`src/rtl/mips_instr_encoder_pkg.sv`:
```
// Shared MIPS encodings (opcodes, functs, mnemonic codes) and loader FSM states.
// The control decoder imports the same constants so both ends agree on the bit layout.
package mips_instr_encoder_pkg;

  localparam logic [5:0] OP_RTYPE = 6'h00;
  localparam logic [5:0] OP_LW    = 6'h23;
  localparam logic [5:0] OP_SW    = 6'h2B;
  localparam logic [5:0] OP_BEQ   = 6'h04;

  localparam logic [5:0] FUNCT_ADD = 6'h20;
  localparam logic [5:0] FUNCT_SUB = 6'h22;
  localparam logic [5:0] FUNCT_AND = 6'h24;
  localparam logic [5:0] FUNCT_OR  = 6'h25;
  localparam logic [5:0] FUNCT_SLL = 6'h00;
  localparam logic [5:0] FUNCT_SRL = 6'h02;
  localparam logic [5:0] FUNCT_SLT = 6'h2A;

  typedef enum logic [3:0] {
    MN_ADD = 4'd0,
    MN_SUB = 4'd1,
    MN_AND = 4'd2,
    MN_OR  = 4'd3,
    MN_SLL = 4'd4,
    MN_SRL = 4'd5,
    MN_SLT = 4'd6,
    MN_LW  = 4'd7,
    MN_SW  = 4'd8,
    MN_BEQ = 4'd9
  } mnemT;

  typedef enum logic [1:0] {
    ST_IDLE = 2'd0,
    ST_ENC  = 2'd1,
    ST_WR   = 2'd2
  } stateT;

  function automatic logic [31:0] rType(input logic [4:0] rs, input logic [4:0] rt,
                                        input logic [4:0] rd, input logic [4:0] shamt,
                                        input logic [5:0] funct);
    return {OP_RTYPE, rs, rt, rd, shamt, funct};
  endfunction

  function automatic logic [31:0] iType(input logic [5:0] op, input logic [4:0] rs,
                                        input logic [4:0] rt, input logic [15:0] imm);
    return {op, rs, rt, imm};
  endfunction

endpackage

```
`src/rtl/mips_instr_encoder_if.sv`:
```
// Symbolic-instruction handshake between the program source and the encoder.
interface mips_instr_encoder_if;
  logic        in_valid;
  logic        in_ready;
  logic [3:0]  in_mnem;
  logic [4:0]  in_rs;
  logic [4:0]  in_rt;
  logic [4:0]  in_rd;
  logic [4:0]  in_shamt;
  logic [15:0] in_imm;

  modport master (
    output in_valid, in_mnem, in_rs, in_rt, in_rd, in_shamt, in_imm,
    input  in_ready
  );

  modport slave (
    input  in_valid, in_mnem, in_rs, in_rt, in_rd, in_shamt, in_imm,
    output in_ready
  );
endinterface

```
`src/rtl/mips_instr_encoder_encode.sv`:
```
// Purely combinational mapping of symbolic fields to a 32-bit MIPS word.
module mips_instr_encode
  import mips_instr_encoder_pkg::*;
(
  input  logic [3:0]  mnem,
  input  logic [4:0]  rs,
  input  logic [4:0]  rt,
  input  logic [4:0]  rd,
  input  logic [4:0]  shamt,
  input  logic [15:0] imm,
  output logic [31:0] word,
  output logic        illegal
);

  // Shifts take no rs operand and the other R-types no shamt, so those fields are zeroed.
  always_comb begin
    word    = '0;
    illegal = 1'b0;
    case (mnem)
      MN_ADD:  word = rType(rs, rt, rd, 5'd0, FUNCT_ADD);
      MN_SUB:  word = rType(rs, rt, rd, 5'd0, FUNCT_SUB);
      MN_AND:  word = rType(rs, rt, rd, 5'd0, FUNCT_AND);
      MN_OR:   word = rType(rs, rt, rd, 5'd0, FUNCT_OR);
      MN_SLL:  word = rType(5'd0, rt, rd, shamt, FUNCT_SLL);
      MN_SRL:  word = rType(5'd0, rt, rd, shamt, FUNCT_SRL);
      MN_SLT:  word = rType(rs, rt, rd, 5'd0, FUNCT_SLT);
      MN_LW:   word = iType(OP_LW, rs, rt, imm);
      MN_SW:   word = iType(OP_SW, rs, rt, imm);
      MN_BEQ:  word = iType(OP_BEQ, rs, rt, imm);
      default: illegal = 1'b1;
    endcase
  end

endmodule

```
`src/rtl/mips_instr_encoder.sv`:
```
// Program loader: accepts symbolic instructions, encodes them and writes them to
// consecutive instruction-memory words (IDLE -> ENC -> WR, one instruction per 3 cycles).
module mips_instr_encoder
  import mips_instr_encoder_pkg::*;
#(
  parameter int                ADDR_W    = 8,
  parameter logic [ADDR_W-1:0] BASE_ADDR = '0,
  parameter bit                WRAP      = 1'b0
) (
  input  logic                clk,
  input  logic                rst_n,
  input  logic                clear,
  mips_instr_encoder_if.slave inBus,
  output logic                mem_we,
  output logic [ADDR_W-1:0]   mem_addr,
  output logic [31:0]         mem_wdata,
  output logic [ADDR_W:0]     words_wr,
  output logic                full,
  output logic                err_illegal
);

  localparam logic [ADDR_W-1:0] LAST_ADDR = '1;
  localparam logic [ADDR_W:0]   MAX_WORDS = {1'b1, {ADDR_W{1'b0}}};

  stateT       state;
  logic [3:0]  mnemQ;
  logic [4:0]  rsQ, rtQ, rdQ, shamtQ;
  logic [15:0] immQ;
  logic [31:0] encWord;
  logic        encIllegal;
  logic        accept;

  mips_instr_encode encoder (
    .mnem    (mnemQ),
    .rs      (rsQ),
    .rt      (rtQ),
    .rd      (rdQ),
    .shamt   (shamtQ),
    .imm     (immQ),
    .word    (encWord),
    .illegal (encIllegal)
  );

  // rst_n in the term keeps in_ready low while reset is held.
  assign inBus.in_ready = rst_n && (state == ST_IDLE) && !full && !clear;
  assign accept         = inBus.in_valid && inBus.in_ready;

  always_ff @(posedge clk or negedge rst_n) begin
    if (!rst_n) begin
      state       <= ST_IDLE;
      mnemQ       <= '0;
      rsQ         <= '0;
      rtQ         <= '0;
      rdQ         <= '0;
      shamtQ      <= '0;
      immQ        <= '0;
      mem_we      <= 1'b0;
      mem_addr    <= BASE_ADDR;
      mem_wdata   <= '0;
      words_wr    <= '0;
      full        <= 1'b0;
      err_illegal <= 1'b0;
    end else if (clear) begin
      // mem_wdata is deliberately kept: it always shows the last encoded word.
      state       <= ST_IDLE;
      mem_we      <= 1'b0;
      mem_addr    <= BASE_ADDR;
      words_wr    <= '0;
      full        <= 1'b0;
      err_illegal <= 1'b0;
    end else begin
      err_illegal <= 1'b0;
      case (state)
        ST_IDLE: begin
          if (accept) begin
            mnemQ  <= inBus.in_mnem;
            rsQ    <= inBus.in_rs;
            rtQ    <= inBus.in_rt;
            rdQ    <= inBus.in_rd;
            shamtQ <= inBus.in_shamt;
            immQ   <= inBus.in_imm;
            state  <= ST_ENC;
          end
        end
        ST_ENC: begin
          if (encIllegal) begin
            err_illegal <= 1'b1;
            state       <= ST_IDLE;
          end else begin
            mem_wdata <= encWord;
            mem_we    <= 1'b1;
            state     <= ST_WR;
          end
        end
        ST_WR: begin
          mem_we <= 1'b0;
          state  <= ST_IDLE;
          if (words_wr != MAX_WORDS) begin
            words_wr <= words_wr + 1'b1;
          end
          if (mem_addr == LAST_ADDR) begin
            if (WRAP) begin
              mem_addr <= BASE_ADDR;
            end else begin
              full <= 1'b1;
            end
          end else begin
            mem_addr <= mem_addr + 1'b1;
          end
        end
        default: state <= ST_IDLE;
      endcase
    end
  end

endmodule

```
`src/flat_wrapper.sv`:
```
// flat-port wrapper written by rule: the top's interface ports become plain ports
module mips_instr_encoder_flat import mips_instr_encoder_pkg::*;
#(
  parameter int                ADDR_W    = 8,
  parameter logic [ADDR_W-1:0] BASE_ADDR = '0,
  parameter bit                WRAP      = 1'b0
)
  (clk, rst_n, clear, mem_we, mem_addr, mem_wdata, words_wr, full, err_illegal, inBus_in_valid, inBus_in_mnem, inBus_in_rs, inBus_in_rt, inBus_in_rd, inBus_in_shamt, inBus_in_imm, inBus_in_ready);
  mips_instr_encoder_if inBus_i ();
  input  logic clk;
  input  logic rst_n;
  input  logic clear;
  output logic mem_we;
  output logic [ADDR_W-1:0] mem_addr;
  output logic [31:0] mem_wdata;
  output logic [ADDR_W:0] words_wr;
  output logic full;
  output logic err_illegal;
  input wire logic [$bits(inBus_i.in_valid)-1:0] inBus_in_valid;
  input wire logic [$bits(inBus_i.in_mnem)-1:0] inBus_in_mnem;
  input wire logic [$bits(inBus_i.in_rs)-1:0] inBus_in_rs;
  input wire logic [$bits(inBus_i.in_rt)-1:0] inBus_in_rt;
  input wire logic [$bits(inBus_i.in_rd)-1:0] inBus_in_rd;
  input wire logic [$bits(inBus_i.in_shamt)-1:0] inBus_in_shamt;
  input wire logic [$bits(inBus_i.in_imm)-1:0] inBus_in_imm;
  output wire logic [$bits(inBus_i.in_ready)-1:0] inBus_in_ready;
  assign inBus_i.in_valid = inBus_in_valid;
  assign inBus_i.in_mnem = inBus_in_mnem;
  assign inBus_i.in_rs = inBus_in_rs;
  assign inBus_i.in_rt = inBus_in_rt;
  assign inBus_i.in_rd = inBus_in_rd;
  assign inBus_i.in_shamt = inBus_in_shamt;
  assign inBus_i.in_imm = inBus_in_imm;
  assign inBus_in_ready = inBus_i.in_ready;
  mips_instr_encoder #(.ADDR_W(ADDR_W), .BASE_ADDR(BASE_ADDR), .WRAP(WRAP)) u_core (.clk(clk), .rst_n(rst_n), .clear(clear), .inBus(inBus_i), .mem_we(mem_we), .mem_addr(mem_addr), .mem_wdata(mem_wdata), .words_wr(words_wr), .full(full), .err_illegal(err_illegal));
endmodule
```
`config.mk`:
```
export PLATFORM = sky130hd
export DESIGN_NAME = mips_instr_encoder_flat
export DESIGN_NICKNAME = d
export VERILOG_FILES = /design/src/rtl/mips_instr_encoder_pkg.sv /design/src/rtl/mips_instr_encoder_if.sv /design/src/rtl/mips_instr_encoder_encode.sv /design/src/rtl/mips_instr_encoder.sv /design/src/flat_wrapper.sv
export SDC_FILE = /design/constraint.sdc
export NUM_CORES = 1
export LEC_CHECK = 0
export BUFFER_PORTS_ARGS = -buffer_cell sky130_fd_sc_hd__buf_2
export CELL_PAD_IN_SITES_DETAIL_PLACEMENT = 0
export CELL_PAD_IN_SITES_GLOBAL_PLACEMENT = 1
export CORE_MARGIN = 10
export CORE_UTILIZATION = 46
export DETAILED_ROUTE_END_ITERATION = 12
export HOLD_SLACK_MARGIN = 0.12
export PLACE_DENSITY_LB_ADDON = 0.1
export SETUP_SLACK_MARGIN = 0.2
export SLEW_MARGIN = 10
export SYNTH_ARGS = -nofsm -noshare
export SYNTH_HDL_FRONTEND = slang
export SYNTH_SLANG_ARGS = --single-unit
```
`constraint.sdc`:
```
create_clock -name clk -period 3.2 [get_ports clk]
set_input_delay 0.32 -clock clk [delete_from_list [all_inputs] [get_ports clk]]
set_output_delay 0.32 -clock clk [all_outputs]
set_load 0.005 [all_outputs]
```
==> metrics.cfg <==
[yosys]
syn-cell-area_um2 = 4150
synth_common_cells = 91 x dfrtp_1, 39 x mux2_4, 34 x nand2_1, 27 x o21ai_0, 16 x nor2_1
netlist_top_cells_area = dfrtp_1 55%, mux2_4 14%, o21ai_0 3.3%
yosysTopAreaCell = dfrtp_1
synth.top_cell.area_share_pct = 54.9
yosys.cell_types.count = 47
syn_avg_cell_area_um2 = 12.3
ys_ff_latch = 91
synth_fp_nets = 383
synth_edf_count = 0
synth_cells = 336
ys.flop_type = dfrtp_1
yosysMostFrequentCell = dfrtp_1
synthArstFlopShare_pct = 100
seq_area_frac_synth_pct = 54.9
ys_warn_count = 0

[pwr]
power_frac_clock_pct = 29.5
power.density_nw_per_um2 = 655
power_switching_mw = 0.889
pwr-share-comb_pct = 21.5
p_sw_share_pct = 27.6
peakVddDrop_v = 0.000366
power_mw = 3.23
internal_power_mw = 2.34
pwr-share-seq_pct = 49.0
p_leak_nw = 2.53

[route]
detailedRoute.firstPassIterationCount = 4
vias = 2785
via_per_inst = 5.15
drt_iter0_markers = 108
postRouteAntennaNets = 0
avgRoutedWirePerCell_um = 17.0
finalWirelength_um = 9210
drc_errors = 0

[critical_path]
crit_family = buffers and inverters
crit_buf_inv = 3
cp_slowest_cell = dlygate4sd3_1
crit_fanout = 23
crit_chain = dlygate4sd3_1 -> buf_4 -> and3_1 -> nand2_2 -> buf_4 -> mux2_4
slowest_delay_ns = 0.53
crit_type = in2reg
crit_path_end_kind = register
cp-start-kind = input port
crit_top_cell = buf_4
required_ns = 3.43
worst-endpoint-arrival_ns = 2.36

[sta]
grt_setup_unrepaired = false
drv_slew = 0
worst_pin_slew_ns = 0.893
finalHoldViolations = 0
slew-limit-headroom_pct = 40.5
setup-tns-final_ns = 0
timing.fmax_ghz = 0.471
fin_crit_ns = 2.12
setup_viol = 0
post-route-period-util_pct = 66.4
clock_skew_ns = 0.0103

[cts]
cts.sinks = 91
clock_latency_ns = 0.35
cts_tree = built
cts-root-buf = clkbuf_8
clkSlewWorstSetupHoldPaths_ns = 0.09
htreeDepth = 3
clock_path_buffers = 2
numCtsBuffers = 9
post_cts_buffers = 0

[place]
dp_hpwl_um = 6660
portBuffers = 95
gp_congestion = 0.733

[cells_and_area]
diodes = 0
nets = 475
post_route_cells_drive_above_1_share_pct = 40.2
area_growth_pct = 18.8

[global_routing]
grt_pass1_wl_um = 15200
grt-ovfl-total = 0
grt_start_max_net_pins = 71
grt_pass1_vias = 2864
grt_antenna_before_repair = 0
track_usage_pct = 14.1

[min_path]
hp-class = in2reg

[die]
fp-row-count = 34
floorplan.initialDensity_pct = 47.3
die_x_um = 115
dieArea_um2 = 13200
die_y_um = 115
ios = 97
core_area_um2 = 8760

[run_status]
status = finished, final reports clean

[flow_run]
maxCapViolCount = 0

[registers in the layout, summed over array words and instances, names as in the netlist]
register / count
u_core.words_wr: 9
u_core.rsQ: 5
u_core.state: 2
u_core.immQ: 16
u_core.rdQ: 5
u_core.mem_wdata: 29
u_core.mnemQ: 4
u_core.shamtQ: 5
u_core.mem_addr: 8
u_core.rtQ: 5
u_core.err_illegal: 1
u_core.full: 1
u_core.mem_we: 1
[repair_timing]
action,CTS,global route
gates resized for setup,0,0
endpoints found under the hold margin,21,0
hold buffers,1,0
[layout by cell type, fill, tap and decap left out, types with 5 or more instances in the layout]
master	instances
buf_2	94
dfrtp_1	91
mux2_4	39
nand2_1	34
o21ai_0	27
nor2_1	16
a21oi_1	12
clkbuf_8	10
inv_1	9
mux2_2	9
mux2i_1	7
a22oi_1	7
o31ai_1	5
nand3_1	5
xor2_1	5
buf_4	5
[stage by stage]
step	hold slack, ns	cells	setup slack [ns]	util (%)	area (µm²)
after global placement	0.229	524	0.945	53.3	4670
after CTS	0.178	541	1.04	56.2	4930
after detailed placement	0.230	524	0.893	53.3	4670
after global routing	0.174	541	0.954	56.2	4930
after floorplan	0.0244	336	1.69	-	4150
final	0.191	541	1.08	56.2	4930
[power groups by stage]
stage | sequential [mW] | combinational [mW] | clock [mW]
2_1_floorplan | 1.56 | 0.452 | 0
3_3_place_gp | 1.60 | 0.697 | 0
3_5_place_dp | 1.60 | 0.712 | 0
4_1_cts | 1.58 | 0.713 | 0.978
5_1_grt | 1.62 | 0.777 | 1.03
6_report | 1.58 | 0.692 | 0.953
[kinds of logic after synthesis]
kind of cell               Yosys count  share of synthesized area, %
other                                1                        0.0904
muxes                               55                          18.2
xor gates and xnor gates             5                          1.06
buffers and inverters               29                          4.28
and+or+nand+nor                     87                          10.6
adders and majority gates            3                         0.905
DFF                                 91                          54.9
AOI/OAI and AO/OA                   65                          9.98
[final cells by class]
type,count,area [µm²]
Inverter,9,33.8
Multi-Input combinational cell,216,1690
Tap cell,108,135
Clock inverter,6,113
Clock buffer,10,138
Fill cell,752,3830
Timing Repair Buffer,101,538
Sequential cell,91,2280
[final timing paths]
kind	depth (start not counted)	end	slack, ns	start
setup / recovery	6	u_core.immQ[13]	1.08	rst_n
hold / removal	2	u_core.immQ[15]	0.19	inBus_in_imm[15]
setup reg to reg	5	u_core.mem_wdata[5]	1.25	u_core.mnemQ[1]
hold reg to reg	2	u_core.mem_wdata[3]	0.48	u_core.mem_wdata[3]
max in group asynchronous	3	u_core.err_illegal	1.63	rst_n
min in group asynchronous	2	u_core.mem_wdata[28]	0.39	rst_n
[routing by layer]
metal	track usage (%)	vias up	wire length, µm	part of all wire, %
met3	4.38	10	625	6.8
li1	-	1359	-	-
met2	20.8	71	4190	45
met5	0	-	0	0
met4	4.46	0	107	1.2
met1	19.3	1345	4290	47
Note: power is estimated with default switching activity, not from simulation.
